--- config.mk ---
export PLATFORM = sky130hd
export DESIGN_NAME = dma_wr_output_tile
export DESIGN_NICKNAME = d
export VERILOG_FILES = /design/src/rtl/dma_wr_output_tile.sv
export SDC_FILE = /design/constraint.sdc
export NUM_CORES = 1
export LEC_CHECK = 0
export BUFFER_PORTS_ARGS = -buffer_cell sky130_fd_sc_hd__buf_2
export CORE_MARGIN = 1
export CORE_UTILIZATION = 40
export DETAILED_ROUTE_END_ITERATION = 8
export GPL_TIMING_DRIVEN = 0
export HOLD_SLACK_MARGIN = 0.1
export MAX_ROUTING_LAYER = met4
export PLACE_DENSITY = 0.69
export SYNTH_ARGS = -nofsm -noshare
export SYNTH_HDL_FRONTEND = slang
export SYNTH_SLANG_ARGS = --single-unit
--- constraint.sdc ---
create_clock -name clk -period 5.03 [get_ports clk]
set_input_delay 1.006 -clock clk [delete_from_list [all_inputs] [get_ports clk]]
set_output_delay 1.006 -clock clk [all_outputs]
set_load 0.05 [all_outputs]
--- src/rtl/dma_wr_output_tile.sv ---
// Write-back DMA: drains one TOX x TOY x TOF output tile from the on-chip buffer
// and streams it to external memory as row bursts on a valid/ready write channel.
module dma_wr_output_tile #(
    parameter int TOX    = 14,
    parameter int TOY    = 14,
    parameter int TOF    = 8,
    parameter int DATA_W = 16,
    parameter int ADDR_W = 32,
    parameter int BUF_AW = $clog2(TOX*TOY*TOF)
) (
    input  logic              clk,
    input  logic              reset,
    input  logic              start,
    input  logic [ADDR_W-1:0] base_addr,
    input  logic [ADDR_W-1:0] row_stride,
    input  logic [ADDR_W-1:0] fmap_stride,
    output logic              busy,
    output logic              done,
    output logic              buf_rd_en,
    output logic [BUF_AW-1:0] buf_rd_addr,
    input  logic [DATA_W-1:0] buf_rd_data,
    output logic              mem_wr_valid,
    input  logic              mem_wr_ready,
    output logic [ADDR_W-1:0] mem_wr_addr,
    output logic [DATA_W-1:0] mem_wr_data,
    output logic              mem_wr_last
);

    localparam int TOTAL = TOX * TOY * TOF;
    localparam int XW    = $clog2(TOX + 1);
    localparam int YW    = $clog2(TOY + 1);
    localparam int FW    = $clog2(TOF + 1);

    localparam logic [1:0] S_IDLE  = 2'd0;
    localparam logic [1:0] S_RUN   = 2'd1;
    localparam logic [1:0] S_FLUSH = 2'd2;
    localparam logic [1:0] S_DONE  = 2'd3;

    logic [1:0]        state;
    logic [ADDR_W-1:0] row_stride_q;
    logic [ADDR_W-1:0] fmap_stride_q;
    logic [BUF_AW-1:0] rd_addr;
    logic              rd_pending;

    logic [DATA_W-1:0] fifo_mem [0:1];
    logic              fifo_wr_ptr;
    logic              fifo_rd_ptr;
    logic [1:0]        fifo_count;

    logic [XW-1:0]     wx;
    logic [YW-1:0]     wy;
    logic [FW-1:0]     wf;
    logic [ADDR_W-1:0] row_base;
    logic [ADDR_W-1:0] fmap_base;

    logic start_ok;
    logic rd_last;
    logic beat_fire;
    logic bypass;
    logic push;
    logic pop;
    logic wr_last_x;
    logic wr_last_y;
    logic wr_final;

    assign start_ok  = (state == S_IDLE) && start;
    assign rd_last   = (rd_addr == BUF_AW'(TOTAL - 1));
    assign wr_last_x = (wx == XW'(TOX - 1));
    assign wr_last_y = (wy == YW'(TOY - 1));
    assign wr_final  = wr_last_x && wr_last_y && (wf == FW'(TOF - 1));

    // A new read may issue only while the buffered plus in-flight words stay below the FIFO depth.
    assign buf_rd_en   = (state == S_RUN) && ((fifo_count + 2'(rd_pending)) < 2'd2);
    assign buf_rd_addr = rd_addr;

    // Incoming read data goes straight to the write port when the FIFO is empty.
    assign mem_wr_valid = (fifo_count != 2'd0) || rd_pending;
    assign beat_fire    = mem_wr_valid && mem_wr_ready;
    assign bypass       = beat_fire && (fifo_count == 2'd0);
    assign push         = rd_pending && !bypass;
    assign pop          = beat_fire && (fifo_count != 2'd0);

    always_comb begin
        // NOTE: default first so every path assigns mem_wr_data and no latch is inferred.
        mem_wr_data = '0;
        if (fifo_count != 2'd0)
            mem_wr_data = fifo_mem[fifo_rd_ptr];
        else if (rd_pending)
            mem_wr_data = buf_rd_data;
    end

    assign mem_wr_addr = row_base + ADDR_W'(wx);
    assign mem_wr_last = mem_wr_valid && wr_last_x;
    assign busy        = (state != S_IDLE);
    assign done        = (state == S_DONE);

    // NOTE: sequential state uses non-blocking assignments so all registers update from pre-edge values.
    always_ff @(posedge clk or posedge reset) begin
        if (reset) begin
            state         <= S_IDLE;
            row_stride_q  <= '0;
            fmap_stride_q <= '0;
        end else begin
            case (state)
                S_IDLE: if (start) begin
                    state         <= S_RUN;
                    row_stride_q  <= row_stride;
                    fmap_stride_q <= fmap_stride;
                end
                S_RUN:   if (buf_rd_en && rd_last) state <= S_FLUSH;
                S_FLUSH: if (beat_fire && wr_final) state <= S_DONE;
                S_DONE:  state <= S_IDLE;
                default: state <= S_IDLE;
            endcase
        end
    end

    // Buffer layout is f*TOY*TOX + y*TOX + x, so x-innermost order is a linear count.
    always_ff @(posedge clk or posedge reset) begin
        if (reset) begin
            rd_addr    <= '0;
            rd_pending <= 1'b0;
        end else begin
            rd_pending <= buf_rd_en;
            if (start_ok)
                rd_addr <= '0;
            else if (buf_rd_en && !rd_last)
                rd_addr <= rd_addr + 1'b1;
        end
    end

    // NOTE: FIFO storage is not reset; fifo_count alone defines which entries are valid.
    always_ff @(posedge clk) begin
        if (push)
            fifo_mem[fifo_wr_ptr] <= buf_rd_data;
    end

    always_ff @(posedge clk or posedge reset) begin
        if (reset) begin
            fifo_wr_ptr <= 1'b0;
            fifo_rd_ptr <= 1'b0;
            fifo_count  <= 2'd0;
        end else begin
            if (push) fifo_wr_ptr <= ~fifo_wr_ptr;
            if (pop)  fifo_rd_ptr <= ~fifo_rd_ptr;
            fifo_count <= fifo_count + 2'(push) - 2'(pop);
        end
    end

    // Beat address generator: running row/fmap bases accumulate the strides.
    always_ff @(posedge clk or posedge reset) begin
        if (reset) begin
            wx        <= '0;
            wy        <= '0;
            wf        <= '0;
            row_base  <= '0;
            fmap_base <= '0;
        end else if (start_ok) begin
            wx        <= '0;
            wy        <= '0;
            wf        <= '0;
            row_base  <= base_addr;
            fmap_base <= base_addr;
        end else if (beat_fire) begin
            if (wr_last_x) begin
                wx <= '0;
                if (wr_last_y) begin
                    wy        <= '0;
                    wf        <= wf + 1'b1;
                    fmap_base <= fmap_base + fmap_stride_q;
                    row_base  <= fmap_base + fmap_stride_q;
                end else begin
                    wy       <= wy + 1'b1;
                    row_base <= row_base + row_stride_q;
                end
            end else begin
                wx <= wx + 1'b1;
            end
        end
    end

endmodule

* Word level (Yosys, flattened, before mapping)
Memories as Yosys holds them, arrays and structs flattened.
Index checks and enable logic that the tools add are counted.
** Storage, ports and cells
- Register bits :: 158
- Bits in writable memories :: 32
- Input port bits :: 116
- Output and inout port bits :: 64
- Word-level logic and storage cells :: 93
- Memories kept :: 1
** Memories
- fifo_mem :: words 2, width 16, rd ports 1, clocked after Yosys merged registers in 0, wr ports 1, line 45 : logic [DATA_W-1:0] fifo_mem [0:1];
** Operators by class
- Add/subtract/negate cells :: 10
- $lt $le $gt $ge :: 1
- Equality and inequality tests :: 10
- Mux-type cells :: 29
- Bitwise logic cells :: 2
- Reduce and logical (&&, ||, !) cells :: 27
** Operators with widths (count)
- 2-to-1 mux 32 bit :: 8
- adder 32 bit :: 2
- 2-to-1 mux 4 bit :: 11
- adder 32 x 4 -> 32 bit :: 1
- 2-to-1 mux 16 bit :: 2
- 2-to-1 mux 11 bit :: 2
- adder 4 x 1 -> 4 bit, second input constant :: 3
- logical AND 1 bit :: 12
- nonzero test 2 bit :: 6
- adder 11 x 1 -> 11 bit, second input constant :: 1
- equality test 11 bit, second input constant :: 1
- equality test 4 bit, second input constant :: 2
- one-hot mux 2 bit (4 select lines) :: 1
- 2-to-1 mux 2 bit :: 3
- AND reduction 3 bit :: 2
- adder 2 x 1 -> 2 bit :: 2
- equality test 2 bit, second input constant :: 2
- equality test 4 x 3 -> 1 bit, second input constant :: 1
- zero test 2 bit :: 2
- inequality test 2 bit, second input constant :: 2
- AND reduction 2 bit :: 2
- equality test 2 x 1 -> 1 bit, second input constant :: 1
- zero test 1 bit :: 2
- < comparator 2 bit, second input constant :: 1
- 5 further kinds :: 7

* Logic depth before layout (Yosys ltp)
Gate-level depths: netlist (run 1).
- Depth in word-level cells :: 8
- Depth in mapped cells :: 12
- Depth with buffers taken out :: 12

* Least setup slack after synthesis (run 1)
OpenSTA, ideal clock, no wires.
- Kind :: register to output
- From :: register wx[0]
- To :: output mem_wr_addr[24]
- Arrival time :: 3.168 ns
- Required time :: 4.024 ns
- Setup slack :: 0.856 ns
- Cell stages (with the launch flop) :: 13
- Buffers on the path :: 0
- Cell sequence :: dfrtp_1 > ha_1 > inv_1 > fa_1 > nor2b_1 > o21ai_0 > nand2b_1 > nor2b_1 > and4_1 > nor2b_1 > nor2b_1 > nand2_1 > xnor2_1
** Between the ends
- Cells in the longest elaborated chain, start to end :: 1
** Ends and longest elaborated chain
- start, declared :: line 50 : logic [XW-1:0] wx;
- start signal, assigned :: line 177 : wx <= wx + 1'b1;
- adder 32 x 4 -> 32 bit :: line 92 : assign mem_wr_addr = row_base + ADDR_W'(wx);
- end, declared :: line 24 : output logic [ADDR_W-1:0] mem_wr_addr,
No other way between the ends.

* Worst setup path after layout (run 1)
- From :: register wx[0]
- To :: output mem_wr_addr[28]
The elaborated chain is that of the path after synthesis.

==> metrics.txt, run 1 <==
Antenna Nets Post-Route=0; hold crit path type=in2async; most area-consuming cells after synthesis=dfrtp_1 (32%), nand2_1 (9.1%), ha_1 (8.1%), edfxtp_1 (7.9%), xnor2_1 (4.6%); Fin Clk Skew=0.0227 ns; max cap viols=0; Die Width=177 um; Worst EP required=between 4 and 5 ns; adder-cell area share of the yosys netlist=approximately 8.6%; register area share after synthesis=40.3%; maximum VDD drop=0.268 mV; outcome=finished clean; #FFs+latches synth=190; min Tclk post-route=4.63 ns; total power=slightly above 5 mW; number of flops mapped to enable cells by yosys=32; Port Buffers=179; Final HPWL DP=roughly 29000 um; DRT iter0 DRCs=between 900 and 1000; dpl cell area=roughly 0.014 mm2; normalized max-slew margin=a little under two fifths; post-synthesis async set-or-reset flop share=between 80% and 90%; Hold Violations, Final=0; Worst-Margin Slew=0.928 ns; total core area=between 0.02 and 0.03 mm2; Synth Net Count=about 1600; period utilisation layout=92.1%; post-synth top area share=roughly 32%; hold_buf cts=0; Post-Syn Area=approximately 0.012 mm2; number of global-route vias before repair=between 10000 and 15000; Yosys warning count=0; first-pass GRT wire length=just under 60000 um; Area growth syn-to-layout=17.2%; number of nets in the layout=about 1800; power per cell area=354 mW/mm2; Simple-Gate Fraction of Synth Area=a little over a fifth; commonest non-fill, non-tap cells in the layout=nand2_1 (296), buf_2 (179), dfrtp_1 (158), nor2_1 (113), o21ai_0 (110); area leader, netlist=dfrtp_1; gr ovfl total=0; initial antenna violation count=1; CTS tree=built; io pins=180; Sum Neg Setup Slack=0 ns; drt drc=0; critical path class=reg2out; Vias=roughly 11000; share of layout cells above drive strength 1=14.2%; cells after synthesis=1430; clk slew on worst S/H paths=about 0.07 ns; CTS buffer count=17; vias per cell=~5.6; Initial Util=~41%; WHS=~0.5 ns; Die Area=0.0312 mm2; post-synthesis compound-gate area fraction=between 10% and 20%; RSZ-0062 raised after global routing=no; Rows=between 60 and 70; xor and xnor area share after synthesis=7.24%; GPL Wtd Cong=between 0.9 and 1; largest net degree at the start of global routing=between 40 and 50; maximum root-to-sink buffer count=2; final instance area=between 0.01 and 0.015 mm2; largest family of logic cells by synthesized area=simple AND/OR/NAND/NOR gates; # clock sinks=190; root buffer cell=clkbuf_16; final setup fails=0; Synth cell types=69; Mean Syn Cell Area=between 8 and 9 um2; Worst Path Max Fanout=6; end-of-flow core utilization=48.0%; Crit path arrival time=approximately 3.6 ns; All-Layer GR Usage=between 20% and 30%; clk_lat worst skew=0.46 ns; mux share of post-synthesis cell area=between 2 and 3%; H-tree Lvls=4; DIE HEIGHT=roughly 180 um; WL final=around 38000 um; DRT Pass-1 Iters=5; final worst setup slack=~0.40 ns; Slew Limit Fails=0; wire length per cell=about 19 um; Setup crit end kind=output port; commonest non-fill, non-tap cell in the layout=nand2_1; Placed Instances=2003; CP startpoint kind=flop; post-layout instance count excluding filler cells=~2000; max frequency=between 200 and 250 MHz; Lkg Pwr=6.83 nW; top_reg_cell synth=dfrtp_1; post-place setup slack=slightly below 0.6 ns
[layer usage]
metal  up-vias  track usage [%]  part of all wire (%)
li1       5444                -                     -
met1      5549             32.7                    43
met2       432             40.2                    47
met3        35             5.18                   7.6
met4         0             6.11                   1.5
met5         -                -                     0
[registers in the layout, summed over array words and instances, names as in the netlist, 4 cells and up]
name,cells
buf_rd_addr,11
row_stride_q,32
wf,4
wy,4
row_base,32
fifo_mem,32
wx,4
fmap_stride_q,32
fmap_base,32
[cells in the mapped netlist (all sizes together) (17+ instances only)]
library cell  count
a21o             23
a21oi           106
and3             17
clkbuf           56
dfrtp           158
edfxtp           32
ha               79
inv              28
mux2i            31
nand2           296
nand3            61
nor2            114
nor3             22
o211ai           17
o21ai           114
xnor2            64
xor2             37
[final cells by class]
type / instances / area [um2]
Antenna cell: 2 / 5.00
Clock inverter: 14 / 178
Inverter: 28 / 109
Tap cell: 390 / 488
Clock buffer: 18 / 429
Fill cell: 2946 / 15500
Sequential cell: 190 / 4910
Timing Repair Buffer: 183 / 976
Multi-Input combinational cell: 1147 / 6960
Buffer: 65 / 244
[critical path, stage by stage, from the launching register on]
cell	delay, ns
dfrtp_1	0.45
ha_1	0.20
inv_1	0.06
fa_1	0.40
nor2b_1	0.12
o21ai_0	0.09
nand2b_1	0.19
nor2b_2	0.26
and4_1	0.32
nor2b_1	0.27
nor2b_4	0.28
nand2_1	0.09
xnor2_1	0.16
buf_2	0.29
[power by group]
| part | internal, mW | switching, mW | total (mW) |
|---|---|---|---|
| Clock | 0.714 | 0.690 | 1.40 |
| Sequential | 1.68 | 0.218 | 1.90 |
| Combinational | 0.522 | 1.23 | 1.76 |
[path summary, 6_finish.rpt]
path | end | slack (ns) | depth (start not counted) | start
setup reg to reg | row_base[30]$_DFFE_PP0P_ | 1.47 | 11 | row_base[0]$_DFFE_PP0P_
max in group asynchronous | row_stride_q[2]$_DFFE_PP0P_ | 3.76 | 4 | reset
setup / recovery | mem_wr_addr[28] | 0.40 | 13 | wx[0]$_DFFE_PP0P_
hold reg to reg | row_stride_q[17]$_DFFE_PP0P_ | 0.49 | 2 | row_stride_q[17]$_DFFE_PP0P_
min in group clk | row_stride_q[17]$_DFFE_PP0P_ | 0.49 | 2 | row_stride_q[17]$_DFFE_PP0P_
hold / removal | fmap_stride_q[27]$_DFFE_PP0P_ | 0.49 | 2 | reset
[cell families (layout without fill, tap and decap cells)]
family / after synthesis / in the layout
other cells: 0 / 2
mux: 31 / 31
simple gates: 583 / 583
fa+ha+maj: 82 / 82
xor+xnor: 101 / 101
buf+inv: 93 / 308
flops: 190 / 190
compound gates: 350 / 350
[timing repair]
action / CTS / global route
setup buffers: 0 / 0
gates resized for setup: 0 / 4
setup endpoints to repair: 0 / 5
Power figures use the tool's default switching activity.
==> run 2, diff against run 1 <==
--- a/config.mk
+++ b/config.mk
@@ -7,12 +7,12 @@
 export LEC_CHECK = 0
 export BUFFER_PORTS_ARGS = -buffer_cell sky130_fd_sc_hd__buf_2
 export CORE_MARGIN = 1
-export CORE_UTILIZATION = 40
+export CORE_UTILIZATION = 42
 export DETAILED_ROUTE_END_ITERATION = 8
 export GPL_TIMING_DRIVEN = 0
 export HOLD_SLACK_MARGIN = 0.1
 export MAX_ROUTING_LAYER = met4
-export PLACE_DENSITY = 0.69
+export PLACE_DENSITY_LB_ADDON = 0.25
 export SYNTH_ARGS = -nofsm -noshare
 export SYNTH_HDL_FRONTEND = slang
 export SYNTH_SLANG_ARGS = --single-unit
==> metrics.txt, run 2 (synthesized netlist as in run 1, its figures left out) <==
CTS tree=built; gr ovfl total=0; met2 WL post-DR=approximately 17000 um; highest routed layer=met4; io pins=180; met3 wire length=a little over 2000 um; vias per cell=around 5.6; DIE HEIGHT=between 150 and 200 um; DRT iter0 DRCs=915; final setup fails=0; fill count=2832; Hold Violations, Final=0; clk_lat worst skew=roughly 0.45 ns; setup repair bufs after CTS=0; maximum VDD drop=approximately 0.28 mV; Port Buffers=179; number of nets in the layout=1830; Slew Limit Fails=0; RSZ-0062 raised after global routing=no; drt drc=0; maximum root-to-sink buffer count=2; min Tclk post-route=approximately 4.7 ns; clk slew on worst S/H paths=0.09 ns; Worst EP required=4.02 ns; Antenna Nets Post-Route=0; Die Area=0.0298 mm2; max cap viols=0; root buffer cell=clkbuf_16; Initial Util=42.7%; CP startpoint kind=flop; commonest non-fill, non-tap cell in the layout=nand2_1; share of layout cells above drive strength 1=roughly 14%; post-place setup slack=0.565 ns; max frequency=between 200 and 250 MHz; WHS=0.490 ns; Worst Path Max Fanout=6; M1 WL=approximately 17000 um; Setup crit end kind=output port; # clock sinks=190; commonest non-fill, non-tap cells in the layout=nand2_1 (296), buf_2 (179), dfrtp_1 (158), nor2_1 (113), o21ai_0 (110); All-Layer GR Usage=25.6%; normalized max-slew margin=36.9%; final worst setup slack=approximately 0.28 ns; Worst-Margin Slew=approximately 0.95 ns; DRT Pass-1 Iters=7; hold_buf cts=0; total power=approximately 5 mW; H-tree Lvls=4; WL final=about 37000 um; first-pass GRT wire length=58200 um; number of global-route vias before repair=approximately 11000; Vias=between 10000 and 15000; Fin Clk Skew=roughly 0.015 ns; period utilisation layout=94.4%; # diodes=0; initial antenna violation count=0; Final HPWL DP=28800 um; Rows=62; end-of-flow core utilization=around half; Area growth syn-to-layout=17.4%; Lkg Pwr=6.84 nW; Die Width=between 150 and 200 um; CTS buffer count=17; hold crit path type=reg2reg; largest net degree at the start of global routing=just over 40; Sum Neg Setup Slack=0 ns; total core area=approximately 0.029 mm2; critical path class=reg2out; Crit path arrival time=between 3 and 4 ns; outcome=finished clean; wire length per cell=between 15 and 20 um; power per cell area=between 300 and 400 mW/mm2; GPL Wtd Cong=~0.95
run 2: changes by cell type in the layout (fill, tap and decap cells not counted), sizes merged:
cell,before,now
bufinv,1,0
clkbuf,74,73
clkinv,7,3
inv,33,39
diode,2,0
run 2: final timing paths:
check | startpoint | depth (start not counted) | endpoint | slack [ns]
min in group asynchronous | reset | 2 | fmap_stride_q[27]$_DFFE_PP0P_ | 0.53
hold reg to reg | fmap_stride_q[29]$_DFFE_PP0P_ | 2 | fmap_stride_q[29]$_DFFE_PP0P_ | 0.49
setup reg to reg | row_base[0]$_DFFE_PP0P_ | 11 | row_base[30]$_DFFE_PP0P_ | 1.53
max in group asynchronous | reset | 4 | fmap_base[0]$_DFFE_PP0P_ | 3.70
setup / recovery | wx[0]$_DFFE_PP0P_ | 13 | mem_wr_addr[30] | 0.28
hold / removal | fmap_stride_q[29]$_DFFE_PP0P_ | 2 | fmap_stride_q[29]$_DFFE_PP0P_ | 0.49
run 2: layer usage:
layer	GRT usage [%]	vias to the layer above
li1	-	5437
met1	34.9	5466
met2	39.5	352
met3	3.71	48
met4	7.11	0
met5	-	-
run 2: area by class of cell:
type	instances	area (um2)	share of cell area, %
inverters	28	109	0.760
repair buffers	183	976	6.81
well taps	384	480	3.35
plain buffers	65	244	1.70
multi-input cells	1147	6960	48.5
clock inverters	15	224	1.56
flip-flops and latches	190	4910	34.3
clock buffers	17	425	2.97
run 2: worst max-delay path, cell delays in order (launching register included):
cell and delay, ns:
dfrtp_1 0.47, ha_1 0.20, inv_1 0.06, fa_1 0.40
nor2b_1 0.12, o21ai_0 0.08, nand2b_1 0.17, nor2b_1 0.34
and4_1 0.35, nor2b_1 0.26, nor2b_4 0.28, nand2_1 0.10
xnor2_1 0.16, buf_2 0.29
run 2: power by group:
part           switching (mW)  leakage, nW  internal [mW]  total, mW
clock                   0.785        0.313          0.713       1.50
combinational            1.23         4.15          0.522       1.75
sequential              0.210         2.38           1.68       1.89
run 2: what timing repair did:
action / CTS / global route
endpoints found under the setup margin: 0 / 4
endpoints found under the hold margin: 0 / 0
gates resized for setup: 0 / 2
run 2: stage by stage:
step | cells | area [um2]
floorplan | 1430 | 12200
global placement | 1993 | 13600
detailed placement | 1997 | 13700
CTS | 2029 | 14300
global route | 2029 | 14300
finish | 2029 | 14300
